`src/rtl/mem_port_arbiter_if.sv`:
```
// -----------------------------------------------------------------------------
// mem_port_arbiter_if
//   Bundles the two requester ports (instruction fetch, load/store) and the
//   single-port memory bus that mem_port_arbiter sits between.
//
//   Parameters
//     ADDR_W  byte address width
//     DATA_W  data width; byte enables are DATA_W/8 bits
//
//   Modports
//     slave   arbiter view: sees requests and memory read data, drives grants,
//             responses and the memory command
//     master  environment view: requesters plus memory, the mirror of slave
// -----------------------------------------------------------------------------
interface mem_port_arbiter_if #(
    parameter int ADDR_W = 32,
    parameter int DATA_W = 32
);
    localparam int BE_W = DATA_W / 8;

    // Instruction fetch port (read only)
    logic              if_req;
    logic [ADDR_W-1:0] if_addr;
    logic              if_gnt;
    logic              if_rvalid;
    logic [DATA_W-1:0] if_rdata;

    // Load/store port
    logic              ls_req;
    logic              ls_we;
    logic [BE_W-1:0]   ls_be;
    logic [ADDR_W-1:0] ls_addr;
    logic [DATA_W-1:0] ls_wdata;
    logic              ls_gnt;
    logic              ls_rvalid;
    logic [DATA_W-1:0] ls_rdata;

    // Memory port
    logic              mem_req;
    logic              mem_we;
    logic [BE_W-1:0]   mem_be;
    logic [ADDR_W-1:0] mem_addr;
    logic [DATA_W-1:0] mem_wdata;
    logic [DATA_W-1:0] mem_rdata;

    modport slave (
        input  if_req, if_addr,
        input  ls_req, ls_we, ls_be, ls_addr, ls_wdata,
        input  mem_rdata,
        output if_gnt, if_rvalid, if_rdata,
        output ls_gnt, ls_rvalid, ls_rdata,
        output mem_req, mem_we, mem_be, mem_addr, mem_wdata
    );

    modport master (
        output if_req, if_addr,
        output ls_req, ls_we, ls_be, ls_addr, ls_wdata,
        output mem_rdata,
        input  if_gnt, if_rvalid, if_rdata,
        input  ls_gnt, ls_rvalid, ls_rdata,
        input  mem_req, mem_we, mem_be, mem_addr, mem_wdata
    );

endinterface

```
`src/rtl/mem_port_arbiter.sv`:
```
// -----------------------------------------------------------------------------
// mem_port_arbiter
//   Shares one single-port memory between instruction fetch (IF) and
//   load/store (LS). At most one request is granted per cycle; LS wins ties
//   unless IF has been denied STARVE_MAX cycles in a row. Read data comes back
//   MEM_LATENCY cycles after the grant and is steered to the port that issued
//   the read. A new grant may be issued every cycle (reads are pipelined).
//
//   Parameters
//     ADDR_W       byte address width
//     DATA_W       data width
//     MEM_LATENCY  cycles from mem_req to valid mem_rdata, >= 1
//     STARVE_MAX   consecutive IF denials before IF wins; 0 = IF always wins
//
//   Ports
//     clk   clock, rising edge
//     rst   reset, asynchronous, active-high; all outputs 0 while asserted
//     bus   mem_port_arbiter_if.slave: IF port, LS port and memory port
// -----------------------------------------------------------------------------
module mem_port_arbiter #(
    parameter int ADDR_W      = 32,
    parameter int DATA_W      = 32,
    parameter int MEM_LATENCY = 1,
    parameter int STARVE_MAX  = 3
) (
    input  logic               clk,
    input  logic               rst,
    mem_port_arbiter_if.slave  bus
);

    localparam int BE_W  = DATA_W / 8;
    localparam int CNT_W = (STARVE_MAX > 0) ? $clog2(STARVE_MAX + 1) : 1;
    localparam logic [CNT_W-1:0] CNT_MAX = CNT_W'(STARVE_MAX);

    typedef enum logic {
        OWN_IF = 1'b0,
        OWN_LS = 1'b1
    } owner_e;

    typedef struct packed {
        logic   valid;
        owner_e owner;
    } resp_t;

    logic [CNT_W-1:0] starve_cnt;
    logic             if_gnt;
    logic             ls_gnt;
    resp_t            push;
    resp_t            tail;
    resp_t            pipe [MEM_LATENCY];

    // -------------------------------------------------------------------------
    // Arbitration. Grants are combinational from the requests and the starve
    // counter, and are forced low while rst is held so nothing leaks out.
    // -------------------------------------------------------------------------
    always_comb begin
        // NOTE: every output of a combinational block gets a default first;
        // any path that leaves one unassigned would infer a latch.
        if_gnt = 1'b0;
        ls_gnt = 1'b0;
        if (!rst) begin
            if (bus.if_req && bus.ls_req) begin
                if (starve_cnt == CNT_MAX) begin
                    if_gnt = 1'b1;
                end else begin
                    ls_gnt = 1'b1;
                end
            end else begin
                if_gnt = bus.if_req;
                ls_gnt = bus.ls_req;
            end
        end
    end

    // Counts consecutive cycles IF waited; with STARVE_MAX = 0 it never
    // leaves 0, so IF wins every tie.
    always_ff @(posedge clk or posedge rst) begin
        if (rst) begin
            starve_cnt <= '0;
        end else if (!bus.if_req || if_gnt) begin
            // NOTE: state registers use non-blocking assignment so every
            // flop samples the pre-edge values of its neighbours.
            starve_cnt <= '0;
        end else if (starve_cnt != CNT_MAX) begin
            starve_cnt <= starve_cnt + 1'b1;
        end
    end

    // -------------------------------------------------------------------------
    // Memory command: muxed from the granted port, all zero when idle.
    // -------------------------------------------------------------------------
    always_comb begin
        bus.mem_req   = if_gnt | ls_gnt;
        bus.mem_we    = 1'b0;
        bus.mem_be    = '0;
        bus.mem_addr  = '0;
        bus.mem_wdata = '0;
        if (ls_gnt) begin
            bus.mem_we    = bus.ls_we;
            bus.mem_be    = bus.ls_be;
            bus.mem_addr  = bus.ls_addr;
            bus.mem_wdata = bus.ls_wdata;
        end else if (if_gnt) begin
            bus.mem_be    = {BE_W{1'b1}};
            bus.mem_addr  = bus.if_addr;
        end
    end

    // -------------------------------------------------------------------------
    // Response pipe: one {valid, owner} entry per cycle of memory latency.
    // Stores push an invalid entry, so they never raise ls_rvalid.
    // -------------------------------------------------------------------------
    always_comb begin
        push.valid = if_gnt | (ls_gnt & ~bus.ls_we);
        push.owner = ls_gnt ? OWN_LS : OWN_IF;
    end

    always_ff @(posedge clk or posedge rst) begin
        if (rst) begin
            // NOTE: this small pipe is reset (unlike a data RAM) because
            // dropping in-flight reads on reset depends on its valid bits.
            for (int i = 0; i < MEM_LATENCY; i++) begin
                pipe[i] <= '0;
            end
        end else begin
            pipe[0] <= push;
            for (int i = 1; i < MEM_LATENCY; i++) begin
                pipe[i] <= pipe[i-1];
            end
        end
    end

    assign tail = pipe[MEM_LATENCY-1];

    // Read data is zeroed on the port that does not own the returning beat,
    // so a response can never appear on the wrong port.
    always_comb begin
        bus.if_gnt    = if_gnt;
        bus.ls_gnt    = ls_gnt;
        bus.if_rvalid = tail.valid && (tail.owner == OWN_IF);
        bus.ls_rvalid = tail.valid && (tail.owner == OWN_LS);
        bus.if_rdata  = bus.if_rvalid ? bus.mem_rdata : '0;
        bus.ls_rdata  = bus.ls_rvalid ? bus.mem_rdata : '0;
    end

endmodule

```
`src/flat_wrapper.sv`:
```
// flat-port wrapper written by rule: the top's interface ports become plain ports
module mem_port_arbiter_flat 
#(
    parameter int ADDR_W      = 32,
    parameter int DATA_W      = 32,
    parameter int MEM_LATENCY = 1,
    parameter int STARVE_MAX  = 3
)
  (clk, rst, bus_if_req, bus_if_addr, bus_ls_req, bus_ls_we, bus_ls_be, bus_ls_addr, bus_ls_wdata, bus_mem_rdata, bus_if_gnt, bus_if_rvalid, bus_if_rdata, bus_ls_gnt, bus_ls_rvalid, bus_ls_rdata, bus_mem_req, bus_mem_we, bus_mem_be, bus_mem_addr, bus_mem_wdata);
  mem_port_arbiter_if #(.ADDR_W(ADDR_W), .DATA_W(DATA_W)) bus_i ();
  input  logic clk;
  input  logic rst;
  input wire logic [$bits(bus_i.if_req)-1:0] bus_if_req;
  input wire logic [$bits(bus_i.if_addr)-1:0] bus_if_addr;
  input wire logic [$bits(bus_i.ls_req)-1:0] bus_ls_req;
  input wire logic [$bits(bus_i.ls_we)-1:0] bus_ls_we;
  input wire logic [$bits(bus_i.ls_be)-1:0] bus_ls_be;
  input wire logic [$bits(bus_i.ls_addr)-1:0] bus_ls_addr;
  input wire logic [$bits(bus_i.ls_wdata)-1:0] bus_ls_wdata;
  input wire logic [$bits(bus_i.mem_rdata)-1:0] bus_mem_rdata;
  output wire logic [$bits(bus_i.if_gnt)-1:0] bus_if_gnt;
  output wire logic [$bits(bus_i.if_rvalid)-1:0] bus_if_rvalid;
  output wire logic [$bits(bus_i.if_rdata)-1:0] bus_if_rdata;
  output wire logic [$bits(bus_i.ls_gnt)-1:0] bus_ls_gnt;
  output wire logic [$bits(bus_i.ls_rvalid)-1:0] bus_ls_rvalid;
  output wire logic [$bits(bus_i.ls_rdata)-1:0] bus_ls_rdata;
  output wire logic [$bits(bus_i.mem_req)-1:0] bus_mem_req;
  output wire logic [$bits(bus_i.mem_we)-1:0] bus_mem_we;
  output wire logic [$bits(bus_i.mem_be)-1:0] bus_mem_be;
  output wire logic [$bits(bus_i.mem_addr)-1:0] bus_mem_addr;
  output wire logic [$bits(bus_i.mem_wdata)-1:0] bus_mem_wdata;
  assign bus_i.if_req = bus_if_req;
  assign bus_i.if_addr = bus_if_addr;
  assign bus_i.ls_req = bus_ls_req;
  assign bus_i.ls_we = bus_ls_we;
  assign bus_i.ls_be = bus_ls_be;
  assign bus_i.ls_addr = bus_ls_addr;
  assign bus_i.ls_wdata = bus_ls_wdata;
  assign bus_i.mem_rdata = bus_mem_rdata;
  assign bus_if_gnt = bus_i.if_gnt;
  assign bus_if_rvalid = bus_i.if_rvalid;
  assign bus_if_rdata = bus_i.if_rdata;
  assign bus_ls_gnt = bus_i.ls_gnt;
  assign bus_ls_rvalid = bus_i.ls_rvalid;
  assign bus_ls_rdata = bus_i.ls_rdata;
  assign bus_mem_req = bus_i.mem_req;
  assign bus_mem_we = bus_i.mem_we;
  assign bus_mem_be = bus_i.mem_be;
  assign bus_mem_addr = bus_i.mem_addr;
  assign bus_mem_wdata = bus_i.mem_wdata;
  mem_port_arbiter #(.ADDR_W(ADDR_W), .DATA_W(DATA_W), .MEM_LATENCY(MEM_LATENCY), .STARVE_MAX(STARVE_MAX)) u_core (.clk(clk), .rst(rst), .bus(bus_i));
endmodule
```
`config.mk`:
```
export PLATFORM = sky130hd
export DESIGN_NAME = mem_port_arbiter_flat
export DESIGN_NICKNAME = d
export VERILOG_FILES = /design/src/rtl/mem_port_arbiter_if.sv /design/src/rtl/mem_port_arbiter.sv /design/src/flat_wrapper.sv
export SDC_FILE = /design/constraint.sdc
export NUM_CORES = 1
export LEC_CHECK = 0
export ABC_AREA = 0
export BUFFER_PORTS_ARGS = -buffer_cell sky130_fd_sc_hd__buf_4
export CAP_MARGIN = 20
export CORE_AREA = 2 2 106 108
export CTS_CLUSTER_DIAMETER = 100
export CTS_CLUSTER_SIZE = 28
export DETAILED_ROUTE_END_ITERATION = 7
export DIE_AREA = 0 0 108 110
export GPL_ROUTABILITY_DRIVEN = 0
export SLEW_MARGIN = 10
export SYNTH_ARGS = -nofsm -noshare
export SYNTH_HDL_FRONTEND = slang
export SYNTH_SLANG_ARGS = --single-unit
export TNS_END_PERCENT = 50
```
`constraint.sdc`:
```
create_clock -name clk -period 2.5 [get_ports clk]
set_input_delay 0.625 -clock clk [delete_from_list [all_inputs] [get_ports clk]]
set_output_delay 0.625 -clock clk [all_outputs]
set_load 0.03 [all_outputs]
```
==> flow_metrics.py <==
metrics = {
    "floorplan": {
        "die_h_um": 110,
        "start_util_pct": 12.1,
        "chipWidth_um": 108,
        "core_um2": 10700,
        "boundaryPins": 275,
        "die_area_um2": 11900,
        "row_count": 38,
    },
    "grt": {
        "antenna_found_initial": 0,
        "grt_pass1_wl_um": 10100,
        "overflow": 0,
        "grt_pass1_vias": 2118,
        "grtUsageTotal_pct": 10.5,
        "grt_max_degree": 37,
    },
    "logic_synthesis": {
        "synthTopCellsByCount": "67 x and2_1, 33 x and3_1, 32 x a22o_1, 10 x clkbuf_1, 8 x buf_6",
        "synth-seq-cells": 4,
        "synth_area_um2": 1300,
        "synthArstFlopShare_pct": 100,
        "ys.flop_type": "dfrtp_1",
        "synth.avg_cell_area_um2": 7.29,
        "yosysWarnings": 0,
        "synth_edf_count": 0,
        "seq_area_frac_synth_pct": 7.71,
        "synth_cell_types": 19,
        "yosysMostFrequentCell": "and2_1",
        "synth_area_leaders": "and2_1 32%, a22o_1 22%, and3_1 16%, dfrtp_1 7.7%, buf_6 6.9%",
        "synth_largest_area_cell": "and2_1",
        "synth_top_area_share_pct": 32.3,
        "netlist_instances": 178,
        "synth_fp_nets": 317,
    },
    "routing": {
        "detail-route-antenna-nets": 0,
        "wl_met1_um": 2790,
        "wl_um": 7840,
        "top_layer_used": "met4",
        "met3_length_um": 777,
        "routedWlPerCell_um": 13.5,
        "route.detailed.drc": 0,
        "first_pass_iters": 4,
        "wl_met2_um": 4250,
        "via_per_inst": 4.00,
        "vias": 2328,
        "drt_iter0_drc": 133,
    },
    "worst_setup_path": {
        "r2r_slack_ns": 1.10,
        "cp-start-kind": "flop",
        "critPathKind": "reg2out",
        "worstPathArrival_ns": 1.79,
        "r2r_cells": 4,
        "worstReg2RegStart": "u_core.starve_cnt[0]",
        "cp_data_required_time_ns": 1.88,
        "critPathCapture": "bus_mem_addr[8]",
        "path_max_fanout": 35,
        "end_kind": "output port",
        "r2r_end": "u_core.pipe[1]",
        "crit_start": "u_core.starve_cnt[0]",
    },
    "power_and_ir_drop": {
        "cellPowerDensity_nw_per_um2": 245,
        "max-vdd-ir-drop_mv": 0.293,
        "pwr-share-clk_pct": 15.7,
        "pwr-share-seq_pct": 8.8,
        "swShare_pct": 43.6,
        "combPwrFrac_pct": 75.5,
        "p_int_uw": 487,
        "p_switching_uw": 377,
        "p_leak_uw": 0.00209,
    },
    "clock_network": {
        "numCtsBuffers": 3,
        "cts_sinks": 4,
        "htree_levels": 1,
        "cts_tree": "done",
        "ctsHoldBuffers": 0,
        "path_clk_slew_ns": 0.04,
        "clk_path_buf_depth": 2,
        "clock_latency_ns": 0.22,
        "cts_root_buf": "clkbuf_8",
    },
    "timing": {
        "fin_skew_ns": 0.00836,
        "hold_violations": 0,
        "setup_viol": 0,
        "min_period_over_period_pct": 96.7,
        "drv_slew": 0,
        "rsz0062_at_grt": "no",
        "fmax_ghz": 0.414,
        "finalCriticalPeriod_ns": 2.42,
        "relSlewSlack_pct": 73.5,
        "worst_slew_pin_slew_ns": 0.395,
        "setup_tns_ns": 0,
        "setup_slack_ns": 0.0824,
    },
    "worst_hold_path": {
        "min_path_type": "in2async",
    },
    "run_status": {
        "status": "finished, final reports clean",
    },
    "layout": {
        "drive_gt1_share_pct": 64.9,
        "nFillCells": 1116,
        "nets": 583,
        "synthToLayoutAreaGrowth_pct": 172,
        "antenna_cells": 0,
        "final-seq-area_um2": 100,
        "multiInputGateArea_um2": 1070,
    },
    "flow_run": {
        "cap_violations": 0,
    },
    "placed_design": {
        "port_buffers": 274,
        "dp_slack_ns": 0.189,
    },
}
[timing repair]
item                       4_1_cts  5_1_grt
resized for setup                1        1
setup buffers                    0        0
pin swaps                        0        0
gates cloned                     0        0
setup endpoints to repair        1       10
[registers in the layout (all words and copies together), names as in the netlist]
signal and cells:
u_core.pipe 2, u_core.starve_cnt 2
[through the flow]
stage,std cells,power (µW),hold WS (ns),area (µm²),util (%)
2_1_floorplan,178,397,0.396,1300,-
3_3_place_gp,579,725,0.544,3470,32.4
3_5_place_dp,579,729,0.576,3470,32.4
4_1_cts,582,869,0.394,3510,32.9
5_1_grt,582,910,0.423,3520,32.9
6_report,582,864,0.390,3520,32.9
[how the worst min path moves through the flow]
| stage | start | endpoint | cells past startpoint |
|---|---|---|---|
| floorplan | rst | u_core.pipe[0] | 1 |
| global placement | u_core.starve_cnt[1] | u_core.starve_cnt[1] | 2 |
| detailed placement | u_core.starve_cnt[1] | u_core.starve_cnt[1] | 2 |
| CTS | rst | u_core.pipe[1] | 3 |
| global route | rst | u_core.starve_cnt[0] | 3 |
| finish | rst | u_core.pipe[1] | 3 |
[critical path, stage by stage (launching register included)]
cell and delay (ns):
dfrtp_1 0.44, ha_4 0.20, nand2_1 0.06, and3_2 0.23, buf_4 0.22, a22o_1 0.26
buf_4 0.16
[placed cells by master, fill, tap and decap left out]
cell and instances:
buf_4 279, and2_1 67, and3_1 32, a22o_1 32
nor2_1 4, a21o_1 4, dfrtp_1 4, clkbuf_8 3
nor2b_1 2, o21ai_0 2, nand2_1 2, buf_12 2
mux2i_1 1, inv_1 1, nand2b_1 1, and3_2 1
a21oi_4 1, a311oi_1 1, xor2_1 1, ha_1 1
ha_4 1
[power by group through the flow]
stage / Clock, µW / Combinational (µW) / Sequential (µW)
floorplan: 0 / 322 / 75.3
global placement: 0 / 651 / 74.7
detailed placement: 0 / 654 / 74.9
CTS: 139 / 656 / 74.3
global route: 144 / 689 / 76.5
finish: 136 / 652 / 76.0
[cell families (layout without fill, tap and decap cells)]
family,after synthesis,after routing,synth area share (%)
AOI/OAI and AO/OA,40,40,26.6
xor gates and xnor gates,1,1,0.675
adders and majority gates,2,2,1.93
buffers and inverters,21,285,10.9
DFF,4,4,7.71
muxes,1,1,0.771
and+or+nand+nor,109,109,51.4
[per-layer routing]
metal / up-vias / track usage (%)
li1: 1150 / -
met1: 1024 / 11.8
met2: 152 / 21.1
met3: 2 / 2.29
met4: 0 / 0.641
met5: - / 0
[layout make-up]
class | instances | area share, %
Sequential cell | 4 | 2.84
Multi-Input combinational cell | 153 | 30.4
Timing Repair Buffer | 281 | 60.6
Tap cell | 140 | 4.97
Inverter | 1 | 0.106
Clock buffer | 3 | 1.17
Power figures use the tool's default switching activity.
